[config.mk]
export PLATFORM = sky130hd
export DESIGN_NAME = pulse_burst_gen
export DESIGN_NICKNAME = d
export VERILOG_FILES = /design/src/rtl/pulse_burst_gen_pkg.sv /design/src/rtl/pulse_phase_timer.sv /design/src/rtl/pulse_burst_gen.sv
export SDC_FILE = /design/constraint.sdc
export NUM_CORES = 1
export LEC_CHECK = 0
export CORE_ASPECT_RATIO = 1.1
export CORE_MARGIN = 2
export CORE_UTILIZATION = 40
export DETAILED_ROUTE_END_ITERATION = 7
export GPL_ROUTABILITY_DRIVEN = 0
export MAX_ROUTING_LAYER = met4
export SKIP_LAST_GASP = 1
export SLEW_MARGIN = 15
export SYNTH_ARGS = -nofsm -noshare
export SYNTH_HDL_FRONTEND = slang
export SYNTH_SLANG_ARGS = --single-unit
[constraint.sdc]
create_clock -name clk -period 3.1 [get_ports clk]
set_clock_uncertainty 0.1 [all_clocks]
set_input_delay 0.62 -clock clk [delete_from_list [all_inputs] [get_ports clk]]
set_output_delay 0.62 -clock clk [all_outputs]
set_load 0.02 [all_outputs]
[src/rtl/pulse_burst_gen_pkg.sv]
// Shared types and defaults for the pulse burst generator.
// Holds the FSM state encoding and default widths.
package pulse_burst_gen_pkg;

  localparam int CNT_W_DEF = 8;
  localparam int WID_W_DEF = 4;

  typedef enum logic [1:0] {
    S_IDLE = 2'd0,
    S_HIGH = 2'd1,
    S_LOW  = 2'd2,
    S_DONE = 2'd3
  } pbg_state_t;

endpackage

[src/rtl/pulse_phase_timer.sv]
// Loadable down-counter timing HIGH/LOW phases.
// expire pulses on the last cycle of a running phase.
module pulse_phase_timer #(
  parameter int W = 4
) (
  input  logic         clk,
  input  logic         rst,
  input  logic         load,
  input  logic [W-1:0] load_val,
  input  logic         run,
  output logic         expire
);

  logic [W-1:0] cnt_q;

  // load wins over counting; counter parks at zero
  always_ff @(posedge clk) begin
    if (rst) begin
      cnt_q <= '0;
    end else if (load) begin
      cnt_q <= load_val;
    end else if (run && (cnt_q != '0)) begin
      cnt_q <= cnt_q - 1'b1;
    end
  end

  assign expire = run && (cnt_q == '0);

endmodule

[src/rtl/pulse_burst_gen.sv]
// Burst pulse generator: N pulses of programmable
// high/low width, with abort and done strobe.
module pulse_burst_gen
  import pulse_burst_gen_pkg::*;
#(
  parameter int CNT_W = CNT_W_DEF,
  parameter int WID_W = WID_W_DEF
) (
  input  logic             clk,
  input  logic             rst,
  input  logic             req_valid,
  output logic             req_ready,
  input  logic [CNT_W-1:0] req_count,
  input  logic [WID_W-1:0] req_high,
  input  logic [WID_W-1:0] req_low,
  input  logic             abort,
  output logic             pulse_out,
  output logic             busy,
  output logic             done,
  output logic [CNT_W-1:0] pulses_sent
);

  pbg_state_t       state_q, state_n;
  logic [WID_W-1:0] hi_q, hi_n;
  logic [WID_W-1:0] lo_q, lo_n;
  logic [CNT_W-1:0] rem_q, rem_n;
  logic [CNT_W-1:0] sent_q, sent_n;
  logic             pulse_q;

  logic             t_load;
  logic [WID_W-1:0] t_val;
  logic             t_run;
  logic             t_exp;

  // A width of 0 behaves as 1, so reload is max(w,1)-1.
  function automatic logic [WID_W-1:0] reload(
    input logic [WID_W-1:0] w
  );
    return (w == '0) ? '0 : w - 1'b1;
  endfunction

  pulse_phase_timer #(
    .W (WID_W)
  ) u_timer (
    .clk      (clk),
    .rst      (rst),
    .load     (t_load),
    .load_val (t_val),
    .run      (t_run),
    .expire   (t_exp)
  );

  // next-state, capture and counter update logic
  always_comb begin
    state_n = state_q;
    hi_n    = hi_q;
    lo_n    = lo_q;
    rem_n   = rem_q;
    sent_n  = sent_q;
    t_load  = 1'b0;
    t_val   = '0;
    t_run   = (state_q == S_HIGH) ||
              (state_q == S_LOW);
    unique case (state_q)
      S_IDLE: begin
        if (req_valid && !abort) begin
          hi_n   = req_high;
          lo_n   = req_low;
          rem_n  = req_count;
          sent_n = '0;
          t_load = 1'b1;
          t_val  = reload(req_high);
          state_n = (req_count == '0) ?
                    S_DONE : S_HIGH;
        end
      end
      S_HIGH: begin
        if (abort) begin
          state_n = S_IDLE;
        end else if (t_exp) begin
          sent_n = sent_q + 1'b1;
          rem_n  = rem_q - 1'b1;
          if (rem_q == CNT_W'(1)) begin
            state_n = S_DONE;
          end else begin
            state_n = S_LOW;
            t_load  = 1'b1;
            t_val   = reload(lo_q);
          end
        end
      end
      S_LOW: begin
        if (abort) begin
          state_n = S_IDLE;
        end else if (t_exp) begin
          state_n = S_HIGH;
          t_load  = 1'b1;
          t_val   = reload(hi_q);
        end
      end
      S_DONE: begin
        state_n = S_IDLE;
      end
      default: begin
        state_n = S_IDLE;
      end
    endcase
  end

  // state and registered pulse output
  always_ff @(posedge clk) begin
    if (rst) begin
      state_q <= S_IDLE;
      hi_q    <= '0;
      lo_q    <= '0;
      rem_q   <= '0;
      sent_q  <= '0;
      pulse_q <= 1'b0;
    end else begin
      state_q <= state_n;
      hi_q    <= hi_n;
      lo_q    <= lo_n;
      rem_q   <= rem_n;
      sent_q  <= sent_n;
      pulse_q <= (state_n == S_HIGH);
    end
  end

  assign req_ready   = (state_q == S_IDLE);
  assign busy        = (state_q != S_IDLE);
  assign done        = (state_q == S_DONE) && !abort;
  assign pulse_out   = pulse_q;
  assign pulses_sent = sent_q;

endmodule
==> metrics <==
area of the multi-input gates 1282 um^2; Leak 0.8859 nW; CTS tree yes; Layout area overhead 21.73%; leading register cell type out of synthesis dfxtp_1; first-pass GRT wire length 7659 um; Antenna diodes 0; hold_ws 0.3786 ns; Routed WL 4430 um; die area 5624 um^2; CP most frequent cell clkdlybuf4s50_1; Worst-Skew Late Latency 0.29 ns; Avg Inst Size Synth 8.063 um^2; initial antenna violation count 0; crit path time final 2.678 ns; Unique masters post-synth 49; Final Hold Fails 0; crit end category primary output; Net Count, Synth 285; Placed Instances 333; hold buffer count at cts 0; Total GRT Usage 17.34%; PortBufs 31; ys async rst share 0%; crit-path leading delay family buffers and inverters; CP arrival 1.96 ns; Setup-failing EPs final 0; H-tree levels 2; setup TNS 0 ns; FP Rows 27; post-layout util 49.75%; Reg clk slew, reported paths 0.06 ns; vias 1860; Sink Count 31; layout cells sized above 1 8.127%; RSZ-0062 raised after global routing false; EDFF count, synth 0; largest stage delay on the critical path 0.61 ns; cell count after synthesis 250; core area 4932 um^2; register area 620.6 um^2; postcts setup bufs 0; fin cells 341; Congestion Overflow GR 0; Worst Path Required 2.38 ns; Tightest Pin Transition 0.5184 ns; yosys warns 0; Synth Register Bits 31; PostCTS Resize Cnt 0; # fillers 510; TritonCTS Buffers 5; most common cell after layout, fill and taps aside nand2_1; Avg WL per Cell 12.99 um; status complete, no violations; DP Wirelength 3389 um; io pins 32; most frequent cells in the layout nand2_1 (32), dfxtp_1 (31), clkdlybuf4s50_1 (31), a21oi_1 (27), nor2_1 (21); Root Driver clkbuf_8; Initial Util 40.87%; synthesized area 2016 um^2; Seq/Total Area, Yosys 30.79%; largest net degree at the start of global routing 22; WP buf/inv 2; P per Cell Area 402.7 nW/um^2; Die Ht 78.45 um; nets 317; R2R Setup Slk 0.82 ns; max cap viols 0; DRC viols 0; initial drt markers 40; antenna viol nets, final 0; DRT Pass-1 Iters 4; Die X-Extent 71.69 um; Worst Setup Path Type primary input to primary output; Slew HR 65.12%; Crit-path slowest cell clkdlybuf4s50_1; Max Buffers Root-to-Sink 2; CP max FO 8; Peak VDD IR 0.2005 mV; Max Freq 373.4 MHz; final slew viol count 0; vias in the first global route 1683; hold crit path type register to register; ratio of final minimum period to clock period 86.39%; worst path cell trace clkdlybuf4s50_1 -> nor2b_1 -> clkdlybuf4s50_1; crit path launch type primary input; Via density 5.455
==> per-layer routing <==
| layer | global-route usage [%] | part of all wire, % |
|---|---|---|
| met1 | 20.33 | 47 |
| met2 | 28.70 | 47 |
| met3 | 3.594 | 4.3 |
| met4 | 7.170 | 2.1 |
| met5 | - | 0 |
==> per-stage QoR <==
step	worst slack (ns)	cell area (um^2)	total power, mW
3_3_place_gp	0.4247	2372	0.6805
2_1_floorplan	1.149	2016	0.6118
6_report	0.4220	2454	0.9880
3_5_place_dp	0.3853	2372	0.6832
5_1_grt	0.3595	2454	1.048
4_1_cts	0.4128	2454	0.9985
==> cells in the mapped netlist (3+ instances only) <==
master,instances,area share (%)
dfxtp_1,31,31
mux2i_1,3,1.5
nand2_1,32,6.0
nor3_1,6,1.5
nor2_1,21,3.9
clkbuf_1,3,0.56
o21ai_0,9,2.2
nand3_1,6,1.5
and2_1,4,1.2
xor2_1,3,1.3
buf_2,3,0.74
ha_1,15,9.3
a211oi_1,6,2.2
nand4_1,3,0.93
nor4_1,3,0.93
o22ai_1,7,2.2
nor2b_1,3,0.93
a21oi_1,27,6.7
nand2b_1,3,0.93
xnor2_1,5,2.2
or3_1,6,1.9
inv_1,18,3.4
==> sequential cells by signal (all words and copies together), names as in the netlist <==
register and flops:
lo_q 4, state_q 2, rem_q 8, hi_q 4, pulse_out 1, pulses_sent 8, u_timer.cnt_q 4
==> path summary, 6_finish.rpt <==
path | from | to | cells after the start
setup / recovery | abort | done | 3
hold / removal | lo_q[1]$_SDFFE_PP0P_ | lo_q[1]$_SDFFE_PP0P_ | 2
hold reg to reg | lo_q[1]$_SDFFE_PP0P_ | lo_q[1]$_SDFFE_PP0P_ | 2
setup reg to reg | state_q[1]$_SDFF_PP0_ | rem_q[6]$_SDFFE_PP0P_ | 7
==> worst register-to-register path: cells and delay by family, from the launching register on <==
kind / cells / cell delay, ns
AOI/OAI and AO/OA: 3 / 0.52
buffers and inverters: 1 / 0.12
and+or+nand+nor: 2 / 0.71
DFF: 1 / 0.33
adders and majority gates: 1 / 0.41
==> cells by family after synthesis <==
group | synth area share [%]
compound gates | 22.90
xor+xnor | 3.476
fa+ha+maj | 9.311
buf+inv | 5.586
flops | 30.79
mux | 2.048
simple gates | 25.89
==> where the power goes <==
part | total (mW) | internal, mW | switching, mW
combinational | 0.232 | 0.107 | 0.125
clock | 0.316 | 0.158 | 0.158
sequential | 0.441 | 0.420 | 0.0210
total | 0.988 | 0.684 | 0.304
==> cell type report <==
type / instances / area share [%]
clock inverter: 1 / 0.2040
inverter: 19 / 2.907
tap: 58 / 2.958
timing repair buffer: 33 / 13.26
multi-input combinational: 192 / 52.27
clock buffer: 7 / 3.111
sequential: 31 / 25.29
(Power assumes the default switching activity.)
